File: src/rtl/alu_seq_ctrl.sv
// rtl/alu_seq_ctrl.sv - byte-serial sequencer driving an external 8-bit ALU for wide ADD/AND/OR
// One ALU byte per EXEC cycle, LSB first; flags are finalised on the last byte.

`ifndef ADD_FN
`define ADD_FN 2'b00
`endif
`ifndef AND_FN
`define AND_FN 2'b01
`endif
`ifndef OR_FN
`define OR_FN 2'b10
`endif

module alu_seq_ctrl #(
  parameter int NBYTES = 4
) (
  input  logic                  clk,
  input  logic                  rst,
  input  logic                  start,
  input  logic [1:0]            op,
  input  logic [8*NBYTES-1:0]   a,
  input  logic [8*NBYTES-1:0]   b,
  input  logic                  carry_in,
  output logic                  busy,
  output logic                  done,
  output logic                  err,
  output logic [8*NBYTES-1:0]   result,
  output logic [2:0]            CZN,
  output logic [7:0]            alu_in1,
  output logic [7:0]            alu_in2,
  output logic                  c_in,
  output logic [1:0]            opcode,
  input  logic [7:0]            alu_out,
  input  logic [2:0]            CZN_from_ALU
);

  localparam int W  = 8 * NBYTES;
  localparam int IW = (NBYTES > 1) ? $clog2(NBYTES) : 1;

  typedef enum logic [1:0] {IDLE, EXEC, DONE} state_t;

  state_t          state_q, state_d;
  logic [IW-1:0]   idx_q;
  logic [1:0]      op_q;
  logic [W-1:0]    a_q, b_q;
  logic            cin_q;
  logic            carry_q;
  logic            zacc_q;
  logic [W-1:0]    result_q;
  logic [2:0]      czn_q;
  logic            err_q;

  logic            legal_op;
  logic            last_byte;
  logic            zacc_next;
  logic [IW+2:0]   byte_lsb;
  logic            unused_alu_flags;

  assign legal_op  = (op == `ADD_FN) || (op == `AND_FN) || (op == `OR_FN);
  assign last_byte = (idx_q == IW'(NBYTES - 1));
  assign zacc_next = zacc_q & (alu_out == 8'h00);
  assign byte_lsb  = {idx_q, 3'b000};

  // The ALU's own Z and N describe a single byte only, so they are not useful here.
  assign unused_alu_flags = ^CZN_from_ALU[2:1];

  assign result = result_q;
  assign CZN    = czn_q;
  assign err    = err_q;

  always_ff @(posedge clk) begin
    if (rst) begin
      state_q <= IDLE;
    end else begin
      state_q <= state_d;
    end
  end

  always_comb begin
    state_d = state_q;
    busy    = 1'b0;
    done    = 1'b0;
    alu_in1 = 8'h00;
    alu_in2 = 8'h00;
    c_in    = 1'b0;
    opcode  = `ADD_FN;
    case (state_q)
      IDLE: begin
        if (start) begin
          state_d = legal_op ? EXEC : DONE;
        end
      end
      EXEC: begin
        busy    = 1'b1;
        alu_in1 = a_q[byte_lsb +: 8];
        alu_in2 = b_q[byte_lsb +: 8];
        opcode  = op_q;
        if (op_q == `ADD_FN) begin
          c_in = (idx_q == '0) ? cin_q : carry_q;
        end
        if (last_byte) begin
          state_d = DONE;
        end
      end
      DONE: begin
        busy    = 1'b1;
        done    = 1'b1;
        state_d = IDLE;
      end
      default: begin
        state_d = IDLE;
      end
    endcase
  end

  always_ff @(posedge clk) begin
    if (rst) begin
      idx_q    <= '0;
      op_q     <= `ADD_FN;
      a_q      <= '0;
      b_q      <= '0;
      cin_q    <= 1'b0;
      carry_q  <= 1'b0;
      zacc_q   <= 1'b1;
      result_q <= '0;
      czn_q    <= 3'b000;
      err_q    <= 1'b0;
    end else begin
      case (state_q)
        IDLE: begin
          if (start) begin
            a_q      <= a;
            b_q      <= b;
            op_q     <= op;
            cin_q    <= carry_in;
            idx_q    <= '0;
            zacc_q   <= 1'b1;
            result_q <= '0;
            czn_q    <= 3'b000;
            err_q    <= ~legal_op;
          end
        end
        EXEC: begin
          result_q[byte_lsb +: 8] <= alu_out;
          zacc_q                  <= zacc_next;
          carry_q                 <= CZN_from_ALU[0];
          if (last_byte) begin
            // The last byte written is the MSB byte, so its bit 7 is the wide N flag.
            czn_q <= {alu_out[7], zacc_next, (op_q == `ADD_FN) & CZN_from_ALU[0]};
          end else begin
            idx_q <= idx_q + 1'b1;
          end
        end
        default: begin
        end
      endcase
    end
  end

endmodule
File: config.mk
export PLATFORM = sky130hd
export DESIGN_NAME = alu_seq_ctrl
export DESIGN_NICKNAME = d
export VERILOG_FILES = /design/src/rtl/alu_seq_ctrl.sv
export SDC_FILE = /design/constraint.sdc
export NUM_CORES = 1
export LEC_CHECK = 0
export CORE_ASPECT_RATIO = 1.1
export CORE_MARGIN = 1
export CORE_UTILIZATION = 43
export DETAILED_ROUTE_END_ITERATION = 12
export PLACE_DENSITY = 0.78
export SYNTH_ARGS = -nofsm -noshare
export SYNTH_HDL_FRONTEND = slang
export SYNTH_SLANG_ARGS = --single-unit
File: constraint.sdc
create_clock -name clk -period 2.4 [get_ports clk]
set_clock_uncertainty 0.2 [all_clocks]
set_input_delay 0.48 -clock clk [delete_from_list [all_inputs] [get_ports clk]]
set_output_delay 0.48 -clock clk [all_outputs]
set_load 0.02 [all_outputs]
## Word-level counts from Yosys, hierarchy flattened

Index checks and enable logic that the tools add are counted.

| storage, ports and cells | value |
|---|---|
| bits in registers | 109 |
| input bits | 81 |

| operators by class | value |
|---|---|
| add/sub/neg operators | 2 |
| equal/unequal tests | 8 |
| shifts and indexed selects | 4 |
| mux-type cells | 23 |
| bitwise logic cells | 3 |
| reductions and logical operators | 14 |

Operators by type and width:

| operator | number |
|---|---|
| 32-bit one-hot mux with 2 select lines | 1 |
| 32-bit by 6-bit variable part select with 8-bit output | 2 |
| 32-bit bitwise mux | 1 |
| 32-bit two-way mux | 1 |
| 8-bit by 7-bit variable shift with 32-bit output, first input constant | 1 |
| 8-bit by 7-bit variable part select with 32-bit output | 1 |
| 8-bit two-way mux | 2 |
| 2-bit two-way mux | 6 |
| 2-bit logical NOT | 4 |
| 8-bit logical NOT | 1 |
| 2-bit one-hot mux with 2 select lines | 2 |
| 5-bit negator with 7-bit output | 1 |
| 2-bit equality test, second input constant | 3 |
| 1-bit two-way mux | 6 |
| 3-bit two-way mux | 2 |
| 2-bit inequality test, second input constant | 3 |
| 3-bit one-hot mux with 2 select lines | 1 |
| 2-bit AND reduction | 3 |
| 3-bit AND reduction | 2 |
| 2-bit by 1-bit equality test with 1-bit output, second input constant | 2 |
| 2-bit by 1-bit adder with 2-bit output, second input constant | 1 |
| 1-bit AND | 2 |
| 1-bit logical OR | 2 |
| 1-bit one-hot mux with 2 select lines | 1 |
| other kinds (3) | 3 |

## Longest topological paths before layout

Gate-level depths: netlist of run 1.

| depth | value |
|---|---|
| word-level depth | 6 |
| depth in mapped cells | 9 |

## Worst setup path after synthesis of run 1

Ideal clock, no wire load.

| timing | value |
|---|---|
| path type | register to output |
| start point | register idx_q[1] |
| end point | output port c_in |
| arrival time | 1.889 ns |
| path slack | -0.169 ns |
| stages on the path, launching flop included | 7 |
| buffers on the path | 2 |
| cells stage by stage | dfxtp_1 > buf_2 > buf_2 > inv_1 > ha_1 > mux2i_1 > nor4_1 |

| between the ends | value |
|---|---|
| word-level cells in the longest chain between the ends | 4 |

Ends and longest elaborated chain:

| item | line | source |
|---|---|---|
| start: declaration | 43 | `logic [IW-1:0] idx_q;` |
| start signal: assignment | 151 | `idx_q <= idx_q + 1'b1;` |
| 2-bit logical NOT | 99 | `c_in = (idx_q == '0) ? cin_q : carry_q;` |
| 1-bit two-way mux | 99 |  |
| 1-bit two-way mux | 98 | `` if (op_q == `ADD_FN) begin `` |
| 1-bit two-way mux | 87 | `case (state_q)` |
| end: declaration | 31 | `output logic c_in,` |

No other way between the ends.

## Final worst setup path of run 1

| timing | value |
|---|---|
| start point | register idx_q[0] |
| end point | output port alu_in2[7] |

| between the ends | value |
|---|---|
| word-level cells in the longest chain between the ends | 2 |

Ends and longest elaborated chain:

| item | line | source |
|---|---|---|
| 32-bit by 6-bit variable part select with 8-bit output | 96 | `alu_in2 = b_q[byte_lsb +: 8];` |
| 8-bit two-way mux | 87 |  |
| end: declaration | 30 | `output logic [7:0] alu_in2,` |

No other way between the ends.

==> results.md, run 1 <==
- Path type of the worst setup path: reg -> out
- IO buf count: 135
- Slew Viols, Final: 0
- Core Rows: 40
- Hold Path Class: reg -> reg
- Reg2Reg Setup Slack: between 150 and 200 ps
- Drt initial violations: 225
- Nets: 801
- Worst-margin pin slew: ~480 ps
- Global-route wire length before repair: slightly above 20000 um
- Routed WL: between 10000 and 15000 um
- Hold-fix buffers, CTS: 0
- Syn Area/Cell: about 8.4 um^2
- Share of post-route cells with drive strength above 1: 13.29%
- Fin util: between 60% and 70%
- Yosys reg bits: around 110
- Fin crit period: approximately 2400 ps
- MaxCap Viol Count: 0
- DRC violations left: 0
- Root Driver: clkbuf_16
- Die Ht: 114.7 um
- Hold slack: approximately 250 ps
- Vias: roughly 4600
- Rel. slew slack: between 60% and 70%
- Crit-path cells: buf_12 -> mux4_2 -> and2_4 -> buf_4
- P_leak: ~2.5 nW
- Post-route ant nets: 0
- Worst path required time: ~1700 ps
- Pwr dens: approximately 630 mW/mm^2
- Endpoint class of the critical path: output pin
- Initial antenna violation count: 0
- Sink Count: 109
- Cell count after synthesis: roughly 590
- Diode count: 0
- Crit-path slowest cell: mux4_2
- Status: complete, no violations
- Syn_nets: slightly below 700
- Die ar.: roughly 0.012 mm^2
- Fillcell total: ~950
- Worst Reg2Reg Path Length in Cells: 7
- Seq/Total Area, Yosys: 43.96%
- WHS Path Cells: 2
- Per-cell routed wire length: 14.80 um
- Num ports: between 100 and 150
- Hold Vio Cnt, Final: 0
- RR Endpoint: result[19]
- Worst path arrival time: ~1700 ps
- Fmax: 425.0 MHz
- CTS tree: done
- Unrepaired setup endpoints after global routing: no
- Startpoint types: flip-flop
- Clock latency on the worst-skew pair: around 340 ps
- Placer Congestion: about 0.80
- Final setup vio count: 0
- H-Tree Depth: 3
- Total GRT Usage: between 20% and 30%
- Worst path bufs/invs: 2
- Vias in the first global route: 4369
- Slowest stage delay, CP: between 400 and 500 ps
- Hold_sp: a_q[20]
- Unique masters post-synth: 40
- Average vias per placed instance: about 5.3
- Ys Warns: 0
- Num CTS Buffers: 9
- Crit-path leading delay family: multiplexers
- Hold endpoint: a_q[20]
- Final Cycle Share: 98.04%
- R2r startpoint: state_q[1]
- Largest net degree at the start of global routing: just under 70
- Die Wd: ~100 um
- Maximum clock path buffer count: 2
- GRT overflow: 0
- Max IR drop VDD: between 300 and 400 uV
- Clock transition at the registers of the reported paths: ~70 ps
- Maximum fanout along the worst path: 7
- Initial Util: between 40 and 50%
- Area grow syn2layout: 37.71%
- TritonRoute pass-1 iters: 4
- Core area: 0.01106 mm^2
- Post-DP HPWL: 9153 um
- Post-Synthesis Cell Area: slightly below 0.005 mm^2
flip-flops by register name, indices dropped and copies added (netlist names), 2 cells and up:
name and flops:
op_q 2, CZN 3, result 32, idx_q 2
state_q 2, b_q 32, a_q 32
final cells by class:
class / count / area [um^2] / share of cell area (%)
tap: 147 / 183.9 / 2.691
clock inverter: 1 / 30.03 / 0.4393
sequential: 109 / 2187 / 32.00
inverter: 6 / 22.52 / 0.3295
clock buffer: 14 / 264.0 / 3.862
multi-input combinational: 421 / 2564 / 37.51
timing repair buffer: 164 / 1584 / 23.17
cell usage after synthesis, drive strengths merged:
cell type	instances	area, um^2
nand2	146	548.0
dfxtp	109	2182
a21oi	95	475.5
o21ai	37	185.2
clkbuf	28	106.4
buf	27	141.4
and2	21	131.4
nand4	18	112.6
mux4	16	360.4
or4	16	120.1
nand3	11	55.05
nand3b	10	78.82
ha	9	112.6
nor4bb	9	90.09
inv	6	22.52
nor2b	6	37.54
nand2b	4	25.02
nor2	4	15.01
mux2i	3	33.78
nor4	2	12.51
o32ai	2	17.52
a21boi	1	7.510
a21o	1	7.510
a22oi	1	7.510
a31oi	1	6.260
and3b	1	8.760
mux2	1	11.26
nand4bb	1	11.26
o2111ai	1	8.760
o211a	1	10.01
o211ai	1	7.510
o31ai	1	7.510
or3	1	6.260
metal layers:
layer,share of wire (%),track usage (%),vias to the layer above
li1,-,-,2290
met1,44,27.40,2098
met2,48,36.16,169
met3,6.3,3.586,12
met4,1.4,10.10,0
met5,0,0,-
stage by stage:
step,instance area (um^2),power [mW],setup TNS (ps),setup WS (ps),std cells
final,6835,4.310,0,47.04,862
after CTS,6789,4.320,-145.7,-55.73,863
after global placement,6533,2.816,-162.5,-34.26,846
after floorplan,4975,2.503,0,34.80,591
after detailed placement,6533,2.847,-322.3,-49.11,846
after global routing,6835,4.489,0,0.05163,862
cells by family (layout without fill, tap and decap cells):
family,after synthesis,after routing,share of synthesized area (%)
muxes,20,20,8.167
AOI/OAI and AO/OA,142,142,14.92
adders and majority gates,9,9,2.269
buffers and inverters,61,185,5.445
DFF,109,109,43.96
and+or+nand+nor,250,250,25.23
power breakdown:
group	switching (mW)	internal, mW
clock	0.627	0.863
sequential	0.0598	1.92
combinational	0.449	0.391
layout by cell type, fill, tap and decap left out, types with 10 or more instances in the layout:
cell type        Yosys  layout
a21oi_1             95      95
and2_1              20      10
buf_4                2      29
clkdlybuf4s50_1      0     114
dfxtp_1            109     107
mux4_2              16      16
nand2_1            146     145
nand3_1             11      11
nand4_1             18      18
o21ai_0             37      37
or4_1               16      16
worst register-to-register path: stages, from the launching register on:
cell,delay [ps]
dfxtp_1,360
inv_1,80
ha_1,210
buf_4,180
buf_4,200
nor2b_1,210
or4_1,540
a21oi_1,150
worst max path at each step:
stage | slack, ps | from | depth (start not counted) | to
floorplan | 30 | idx_q[1] | 8 | result[14]
finish | 50 | idx_q[0] | 4 | alu_in2[7]
CTS | -60 | idx_q[0] | 5 | alu_in1[3]
detailed placement | -50 | idx_q[0] | 4 | alu_in1[0]
global placement | -30 | idx_q[0] | 4 | alu_in1[0]
global route | 0.05 | idx_q[0] | 4 | alu_in2[6]
repair_timing:
action                     in CTS  in global routing
pin swaps                       1                  3
resized for setup              76                 27
setup endpoints to repair      19                 36
gates cloned                    0                  0
buffers inserted                2                  0
(Power assumes the default switching activity.)
==> inputs of run 2 (changes only) <==
--- a/config.mk
+++ b/config.mk
@@ -5,7 +5,6 @@
 export SDC_FILE = /design/constraint.sdc
 export NUM_CORES = 1
 export LEC_CHECK = 0
-export CORE_ASPECT_RATIO = 1.1
 export CORE_MARGIN = 1
 export CORE_UTILIZATION = 43
 export DETAILED_ROUTE_END_ITERATION = 12
==> run 2 against run 1 <==
  * Global-route usage rose by 0.96 points
  * First-iteration DRC count increased by 13%
  * Flip-flop and latch count unchanged
  * Worst setup slack lost 30 ps
  * Non-clock buffer count fell by 4
  * Wire length up 4.0%
  * Combinational power is 2% lower
  * Sequential power hardly changed
  * Critical path type unchanged
==> results.md, run 2 (same netlist as run 1, synthesis figures left out) <==
- Max IR drop VDD: 326.4 uV
- TNS Setup: 0 ps
- H-Tree Depth: 3
- Final setup vio count: 0
- Initial antenna violation count: 0
- Share of post-route cells with drive strength above 1: approximately an eighth
- Global-route wire length before repair: approximately 21000 um
- GRT overflow: 0
- Commonest non-fill, non-tap cells in the layout: nand2_1 (145), clkdlybuf4s50_1 (114), dfxtp_1 (107)
- Fillcell total: 981
- Endpoint class of the critical path: output pin
- Diode count: 0
- Maximum clock path buffer count: 2
- Startpoint types: flip-flop
- Fin crit period: 2383 ps
- IO buf count: about 140
- P_leak: approximately 2.4 nW
- Hold Vio Cnt, Final: 0
- Maximum fanout along the worst path: 10
- Per-cell routed wire length: 15.58 um
- Vias: about 4600
- TritonRoute pass-1 iters: 8
- Core Rows: 38
- DRC violations left: 0
- Sink Count: around 110
- MaxCap Viol Count: 0
- CTS tree: done
- Clock transition at the registers of the reported paths: roughly 80 ps
- Final Cycle Share: slightly below 100%
- Vias in the first global route: between 4000 and 5000
- Hold Path Class: reg -> reg
- Placer Congestion: between 0.8 and 0.9
- Core area: 0.01103 mm^2
- Multi-input gate area: about 0.0025 mm^2
- Root Driver: clkbuf_16
- Unrepaired setup endpoints after global routing: yes
- Average vias per placed instance: around 5.5
- Commonest non-fill, non-tap cell in the layout: nand2_1
- Largest net degree at the start of global routing: 70
- Routed WL: about 13000 um
- Initial Util: 45.00%
- Clock latency on the worst-skew pair: 350 ps
- Die Ht: between 100 and 150 um
- Drt initial violations: 255
- Post-route ant nets: 0
- Num CTS Buffers: 9
- Nets: between 700 and 800
- Rel. slew slack: 60.56%
- Post-DP HPWL: approximately 9400 um
- Fin util: 60.97%
- Pwr dens: 628.6 mW/mm^2
- Total GRT Usage: between 20 and 25%
- Num ports: approximately 140
- Worst-margin pin slew: just under 600 ps
- Path type of the worst setup path: reg -> out
- Fmax: approximately 420 MHz
- Slew Viols, Final: 0
- Reg area: around 0.0022 mm^2
- Worst path required time: roughly 1700 ps
- Die ar.: 0.01198 mm^2
- Die Wd: about 110 um
- Worst path arrival time: roughly 1700 ps
- Status: complete, no violations
- Area grow syn2layout: 35.49%
## run 2: worst paths after layout
path / from / to / slack, ps / cells past startpoint
min reg2reg: a_q[7] / a_q[7] / 250 / 2
max reg2reg: state_q[1] / result[14] / 210 / 7
max: idx_q[0] / alu_in1[4] / 20 / 4
min: a_q[7] / a_q[7] / 250 / 2
## run 2: where the power goes
group          leakage, nW  switching (mW)  internal (mW)
Combinational         1.42           0.452          0.373
Sequential           0.890          0.0587           1.92
Clock                0.133           0.700          0.725
## run 2: layout make-up
cell class / instances / area share, %
Clock buffer: 10 / 3.405
Clock inverter: 6 / 0.8186
Inverter: 6 / 0.3349
Multi-Input combinational cell: 421 / 37.86
Sequential cell: 109 / 32.52
Tap cell: 140 / 2.605
Timing Repair Buffer: 160 / 22.46
## run 2: what timing repair did
item	CTS	global route
setup endpoints to repair	29	21
resized for setup	72	15
buffers inserted	0	1
hold buffers	0	0
## run 2: critical path: stages, from the launching register on
cell and delay (ps):
dfxtp_4 370, buf_12 140, mux4_2 490, and2_1 190
buf_2 160
## run 2: per-layer routing
| metal | wire, um | vias to the layer above | track usage [%] |
|---|---|---|---|
| met5 | 0 | - | 0 |
| met4 | 242 | 0 | 7.333 |
| met3 | 817 | 20 | 3.912 |
| met2 | 6373 | 180 | 37.92 |
| met1 | 5841 | 2158 | 29.47 |
| li1 | - | 2287 | - |
## run 2: metrics by stage
step	total power [mW]	instances	area (um^2)	worst slack (ps)	hold WS (ps)
final	4.228	852	6725	17.15	252.1
after global routing	4.419	852	6725	-24.81	273.2
after CTS	4.245	851	6699	0.9066	254.8
after detailed placement	2.837	835	6481	-216.3	245.7
after global placement	2.803	835	6481	-113.2	238.8
after floorplan	2.503	591	4975	34.80	233.1
